**src/rtl/led_seq_ctrl.sv**
```systemverilog
// led_seq_ctrl: 8-bit LED sequencer (SHIFT/INTERLEAVE/BOUNCE/BLINK) with debounced advance key and pause.
// Latency: led is registered and trails state/step by 1 clk; pause freezes playback. Build option: LED_INVERT_EN (active-low LEDs).
module led_seq_ctrl #(
    parameter int TICK_DIV = 500,
    parameter int DEB_CNT  = 16,
    parameter int REPEAT   = 2
) (
    input  logic       clk,
    input  logic       rstn,
    input  logic       key_n,
    input  logic       pause,
    output logic [7:0] led,
    output logic [1:0] pat_id,
    output logic       pat_done
);
    localparam int TW = $clog2(TICK_DIV);
    localparam int RW = $clog2(REPEAT) + 1;
    localparam int DW = $clog2(DEB_CNT + 1);
`ifdef LED_INVERT_EN
    localparam logic [7:0] LED_XOR = 8'hFF;
`else
    localparam logic [7:0] LED_XOR = 8'h00;
`endif

    typedef enum logic [1:0] {
        SHIFT      = 2'd0,
        INTERLEAVE = 2'd1,
        BOUNCE     = 2'd2,
        BLINK      = 2'd3
    } pat_e;

    pat_e          state_q, state_d;
    logic [2:0]    step_q, step_d;
    logic [RW-1:0] rep_q, rep_d;
    logic [TW-1:0] tick_q, tick_d;
    logic          sync1_q, sync2_q, armed_q;
    logic [1:0]    warm_q;
    logic [DW-1:0] deb_q;
    logic          press, tick, auto_adv, advance;
    logic [7:0]    pat_led;

    // armed only after a genuine high level has passed the synchronizer, so a key held through reset is ignored
    always_ff @(posedge clk or negedge rstn) begin
        if (!rstn) begin
            sync1_q <= 1'b1;
            sync2_q <= 1'b1;
            warm_q  <= 2'd0;
            deb_q   <= '0;
            armed_q <= 1'b0;
        end else begin
            sync1_q <= key_n;
            sync2_q <= sync1_q;
            if (!warm_q[1])
                warm_q <= warm_q + 2'd1;
            if (sync2_q)
                deb_q <= '0;
            else if (deb_q != DW'(DEB_CNT))
                deb_q <= deb_q + 1'b1;
            if (press)
                armed_q <= 1'b0;
            else if (sync2_q && warm_q[1])
                armed_q <= 1'b1;
        end
    end

    assign press    = armed_q && !sync2_q && (deb_q == DW'(DEB_CNT - 1));
    assign tick     = (tick_q == TW'(TICK_DIV - 1)) && !pause;
    assign auto_adv = tick && (step_q == 3'd7) && (rep_q == RW'(REPEAT - 1));
    assign advance  = press || auto_adv;

    always_comb begin
        state_d = state_q;
        step_d  = step_q;
        rep_d   = rep_q;
        tick_d  = tick_q;
        if (advance) begin
            state_d = pat_e'(state_q + 2'd1);
            step_d  = 3'd0;
            rep_d   = '0;
            tick_d  = '0;
        end else if (!pause) begin
            tick_d = tick ? '0 : tick_q + 1'b1;
            if (tick) begin
                step_d = step_q + 3'd1;
                if (step_q == 3'd7)
                    rep_d = rep_q + 1'b1;
            end
        end
    end

    always_comb begin
        pat_led = 8'h00;
        case (state_q)
            SHIFT:      pat_led = 8'h01 << step_q;
            INTERLEAVE: pat_led = 8'h01 << {step_q[1:0], step_q[2]};
            BOUNCE: begin
                case (step_q)
                    3'd0, 3'd7: pat_led = 8'h81;
                    3'd1, 3'd6: pat_led = 8'h42;
                    3'd2, 3'd5: pat_led = 8'h24;
                    default:    pat_led = 8'h18;
                endcase
            end
            BLINK:      pat_led = step_q[0] ? 8'h00 : 8'hFF;
            default:    pat_led = 8'h00;
        endcase
    end

    always_ff @(posedge clk or negedge rstn) begin
        if (!rstn) begin
            state_q  <= SHIFT;
            step_q   <= 3'd0;
            rep_q    <= '0;
            tick_q   <= '0;
            led      <= 8'h01 ^ LED_XOR;
            pat_done <= 1'b0;
        end else begin
            state_q  <= state_d;
            step_q   <= step_d;
            rep_q    <= rep_d;
            tick_q   <= tick_d;
            led      <= pat_led ^ LED_XOR;
            pat_done <= advance;
        end
    end

    assign pat_id = state_q;

endmodule

```
**config.mk**
```make
export PLATFORM = sky130hd
export DESIGN_NAME = led_seq_ctrl
export DESIGN_NICKNAME = d
export VERILOG_FILES = /design/src/rtl/led_seq_ctrl.sv
export SDC_FILE = /design/constraint.sdc
export NUM_CORES = 1
export LEC_CHECK = 0
export CELL_PAD_IN_SITES_DETAIL_PLACEMENT = 0
export CELL_PAD_IN_SITES_GLOBAL_PLACEMENT = 2
export CORE_MARGIN = 2
export CORE_UTILIZATION = 25
export DETAILED_ROUTE_END_ITERATION = 12
export PLACE_DENSITY = 0.65
export REMOVE_ABC_BUFFERS = 1
export SYNTH_ARGS = -nofsm -noshare
export SYNTH_HDL_FRONTEND = slang
export SYNTH_SLANG_ARGS = --single-unit
```
**constraint.sdc**
```tcl
create_clock -name clk -period 2.7 [get_ports clk]
set_clock_uncertainty 0.15 [all_clocks]
set_input_delay 0.405 -clock clk [delete_from_list [all_inputs] [get_ports clk]]
set_output_delay 0.405 -clock clk [all_outputs]
set_load 0.02 [all_outputs]
```
# After elaboration in Yosys (flattened, before gate mapping)
# Cells that the tools add are included.
[word_totals] ff_bits=35 in_bits=4 out_inout_bits=11
[op_classes] n_addsub=6 n_eq_ne=13 shift=2 n_mux=18 reduce_logical=20
[op_table] operator="8-bit one-hot mux with 4 select lines" count=1
[op_table] operator="9-bit 2-to-1 mux" count=3
[op_table] operator="8-bit one-hot mux with 3 select lines" count=1
[op_table] operator="1-bit by 3-bit left shift with 8-bit output (first input constant)" count=2
[op_table] operator="2-bit 2-to-1 mux" count=5
[op_table] operator="5-bit 2-to-1 mux" count=2
[op_table] operator="9-bit by 1-bit adder with 9-bit output (second input constant)" count=1
[op_table] operator="3-bit == test (second input constant)" count=3
[op_table] operator="9-bit == test (second input constant)" count=1
[op_table] operator="3-bit 2-to-1 mux" count=3
[op_table] operator="8-bit 2-to-1 mux" count=1
[op_table] operator="2-bit nonzero test" count=4
[op_table] operator="2-bit by 1-bit adder with 2-bit output (second input constant)" count=3
[op_table] operator="1-bit logical AND" count=6
[op_table] operator="2-bit OR reduction" count=3
[op_table] operator="5-bit by 1-bit adder with 5-bit output (second input constant)" count=1
[op_table] operator="5-bit by 4-bit == test with 1-bit output (second input constant)" count=1
[op_table] operator="5-bit != test (second input constant)" count=1
[op_table] operator="2-bit by 1-bit == test with 1-bit output (second input constant)" count=2
[op_table] operator="2-bit == test (second input constant)" count=2
[op_table] operator="3-bit by 1-bit adder with 3-bit output (second input constant)" count=1
[op_table] operator="3-bit by 1-bit == test with 1-bit output (second input constant)" count=1
[op_table] operator="3-bit by 2-bit == test with 1-bit output (second input constant)" count=1
[op_table] operator="3-bit logical NOT" count=1
[op_table] operator="7 further kinds" count=9

# Depth between registers and ports, before layout
[logic_depth] word_depth=7 depth_mapped=8 depth_no_buf=7

# Worst setup path before layout
# No wires, ideal clock.
[synth_timing] kind="register -> register" from="reg deb_q[0]" to="reg tick_q[8]" setup_time_ps=77 t_arrival_ps=1756 slack_ps=716 stages_incl_launch_ff=8 synth_period_minus_slack_ps=1984 cell_sequence="dfrtp_1 ha_1 and3_1 ha_1 nand3b_4 a211o_1 or3_1 a21oi_1"
[synth_between] elab_chain_len=4
[synth_lines] element="from (decl)" line="38" rtl="logic [DW-1:0] deb_q;"
[synth_lines] element="from (signal assigned)" line="58" rtl="deb_q <= deb_q + 1'b1;"
[synth_lines] element="5-bit by 4-bit == test with 1-bit output (*)" line="66" rtl="assign press = armed_q && !sync2_q && (deb_q == DW'(DEB_CNT - 1));"
[synth_lines] element="1-bit logical AND (*)" line="66"
[synth_lines] element="1-bit logical OR (*)" line="69" rtl="assign advance = press || auto_adv;"
[synth_lines] element="2-bit by 1-bit != test with 1-bit output (no source line) or 9-bit 2-to-1 mux (tied branches)"
[synth_lines] element="to (signal assigned)" line="121" rtl="tick_q <= tick_d;"
[synth_lines] element="to (decl)" line="35" rtl="logic [TW-1:0] tick_q, tick_d;"
# Every way passes the cells marked *; elsewhere a longest branch is shown, timed or not.
# A chain may end at the register's enable or synchronous reset.

# Final worst setup path
[layout_timing] from="reg deb_q[1]" to="reg tick_q[8]"
# Same word-level chain as after synthesis.

==> impl_metrics.yaml <==
cells_and_area:
  fillers: 745
  finalNetCount: 216
  drive_gt1_share_pct: 9.50
  antenna_cells: 0
  multi_input_area_um2: 881
  area_delta_synth_final_pct: 18.5
  seq_area_um2: 880
  fin_cells: 299
global_routing:
  grt_pass1_wl_mm: 5.92
  antenna_found_initial: 0
  grt_max_degree: 36
  overflow: 0
  track_usage_pct: 9.71
  grt_pass1_vias: 1257
sta:
  finalCriticalPeriod_ns: 2.15
  rsz0062_at_grt: "no"
  max_slew_margin_pct: 46.2
  finalHoldViolCount: 0
  finalSetupViolations: 0
  worst_pin_slew_ns: 0.807
  final.setup.worst_slack_ns: 0.551
  tns_ns: 0
  fin_crit_sh_pct: 79.6
  max_freq_mhz: 465
  drv_slew: 0
logic_synthesis:
  synth_area_leaders: "dfrtp_1 (44%), ha_1 (8.9%), a21oi_1 (4.4%), dfstp_2 (4.3%), xnor2_1 (3.8%)"
  synth_cells: 184
  yosysTopAreaCell: "dfrtp_1"
  yosysUniqueCellTypes: 39
  synth_top_area_share_pct: 43.6
  synth-seq-cells: 35
  syn_area_um2: 1840
  ys_seq_area_share_pct: 47.9
  yosysWarnings: 0
  syn_avg_cell_area_um2: 9.98
critical_path:
  cp.depth: 7
  critPathMaxStageDelay_ns: 0.37
  endpoint: "tick_q[8]"
  cp_num_buf_inv: 0
  reg2reg_from: "deb_q[1]"
  cp_common_cell: "ha_1"
  r2r_end: "tick_q[8]"
  rrSetupSlack_ns: 0.55
  crit_path_end_kind: "flop"
  rr_worst_depth: 7
  arrival_ns: 2.21
  path_cells: "ha_1 -> and3_1 -> ha_1 -> nand3b_4 -> a211o_1 -> or3_1 -> a21oi_1"
  cp_max_fo: 9
  worstSetupStartpointType: "flop"
  critPathLaunch: "deb_q[1]"
  crit_family: "simple AND/OR/NAND/NOR gates"
  worstPathRequired_ns: 2.76
  crit_slowest_cell: "dfrtp_1"
  path_class: "flop to flop"
die:
  boundaryPins: 15
  die_w_um: 89.7
  dieArea_um2: 8040
  initial_core_util_pct: 25.6
  die_h_um: 89.7
  core_area_um2: 7180
  num_rows: 31
routing:
  first_pass_iters: 4
  drt-vias-per-instance: 4.42
  drt.antenna.violating_nets: 0
  wl_mm: 3.54
  drc: 0
  drtIter0Drc: 51
  wl_per_cell_um: 11.8
  vias: 1322
placement:
  place_ws_ns: 0.537
  dpl.hpwl_mm: 2.44
  dp_cells: 291
  place_congestion: 0.693
  port_buffers: 14
status:
  outcome: "completed"
worst_hold_path:
  min-delay-path-class: "primary input to async pin"
clock_network:
  cts.sinks: 35
  clkTransAtPathRegs_ns: 0.07
  cts_max_level: 2
  cts_buffers: 5
  clock_path_buffers: 2
  cts_root_buffer: "clkbuf_8"
  clkLatencyLatePin_ns: 0.28
  cts.repair.resized: 0
  cts_hold_buf: 0
  post_cts_buffers: 0
  cts_tree: "done"
power:
  vdd_ir_drop_max_v: 0.000342
  powerDensity_nw_per_um2: 738
  p_leak_nw: 0.906
flow_run:
  drv_cap: 0
-- per-stage QoR --
step | instance area (um2) | hold WS, ns | util (%) | power, mW
final | 2180 | 0.0630 | 30.3 | 1.61
after global routing | 2180 | 0.113 | 30.3 | 1.73
after CTS | 2180 | 0.102 | 30.3 | 1.62
after detailed placement | 2080 | 0.199 | 28.9 | 1.20
after global placement | 2080 | 0.199 | 28.9 | 1.20
after floorplan | 1810 | -0.0406 | - | 1.03
-- cell usage after synthesis --
library cell,count
a211o_1,1
a211oi_1,2
a21oi_1,16
a2bb2oi_1,1
a31o_2,1
a31oi_1,2
a32o_1,1
a41oi_1,1
and3_1,1
and3b_1,1
and4_1,1
clkbuf_1,7
dfrtp_1,32
dfstp_2,3
ha_1,13
inv_1,13
mux2_2,2
mux2i_1,4
nand2_1,15
nand2b_1,3
nand3_1,8
nand3b_1,1
nand3b_4,1
nand4_1,5
nor2_1,18
nor2b_1,1
nor3_1,1
nor4_1,1
nor4b_4,1
o21ai_0,7
o21ai_2,1
o22ai_1,1
o31ai_1,1
o41ai_1,4
or2_0,1
or2_2,1
or3_1,2
xnor2_1,8
xor2_1,1
-- kinds of logic (layout without fill, tap and decap cells) --
family | Yosys count | after routing | synth area share (%)
AO/OA/AOI/OAI | 39 | 39 | 13.4
XOR/XNOR | 9 | 9 | 4.29
adder cells (fa/ha/maj) | 13 | 13 | 8.86
buffers and inverters | 20 | 36 | 4.09
flip-flops | 35 | 35 | 47.9
multiplexers | 6 | 6 | 3.41
AND/OR/NAND/NOR | 62 | 62 | 18.1
-- layout by cell type, fill, tap and decap left out, drive strengths merged, types with 2 or more instances in the layout --
| cell type | count |
|---|---|
| clkbuf | 8 |
| a211oi | 2 |
| or3 | 2 |
| nand4 | 5 |
| nor2 | 18 |
| nand2b | 3 |
| mux2i | 4 |
| clkdlybuf4s50 | 13 |
| xnor2 | 8 |
| or2 | 2 |
| o41ai | 4 |
| inv | 13 |
| dfrtp | 32 |
| ha | 13 |
| nand3b | 2 |
| a31oi | 2 |
| dfstp | 3 |
| nand2 | 15 |
| nand3 | 8 |
| o21ai | 8 |
| a21oi | 16 |
| mux2 | 2 |
| buf | 2 |
-- layout make-up --
type | instances | share of cell area [%]
multi-input combinational | 129 | 40.5
sequential | 35 | 40.4
timing repair buffer | 15 | 6.56
tap | 99 | 5.69
clock buffer | 8 | 4.60
inverter | 13 | 2.24
-- power breakdown --
part	total, mW	internal (mW)	switching (mW)
clock network	0.420	0.233	0.187
logic	0.424	0.209	0.216
registers	0.761	0.638	0.123
total	1.61	1.08	0.526
-- per-layer routing --
| layer | vias to the layer above | track usage (%) | routed length [um] |
|---|---|---|---|
| met2 | 26 | 14.5 | 1610 |
| met4 | 0 | 4.07 | 40 |
| met5 | - | 0 | 0 |
| met3 | 5 | 2.74 | 137 |
| met1 | 619 | 13.2 | 1750 |
| li1 | 672 | - | - |
-- registers in the layout (all words and copies together), names as in the netlist --
signal,cells
sync2_q,1
armed_q,1
sync1_q,1
step_q,3
tick_q,9
warm_q,2
led,8
rep_q,2
pat_done,1
deb_q,5
pat_id,2
-- how the worst min path moves through the flow --
stage	startpoint	end	slack, ns	cells past startpoint
after detailed placement	sync1_q	sync2_q	0.20	0
final	rstn	tick_q[1]	0.06	1
after CTS	rstn	tick_q[2]	0.10	1
after global placement	sync1_q	sync2_q	0.20	0
after floorplan	rstn	armed_q	-0.04	0
after global routing	rstn	tick_q[2]	0.11	1
(Power assumes the default switching activity.)
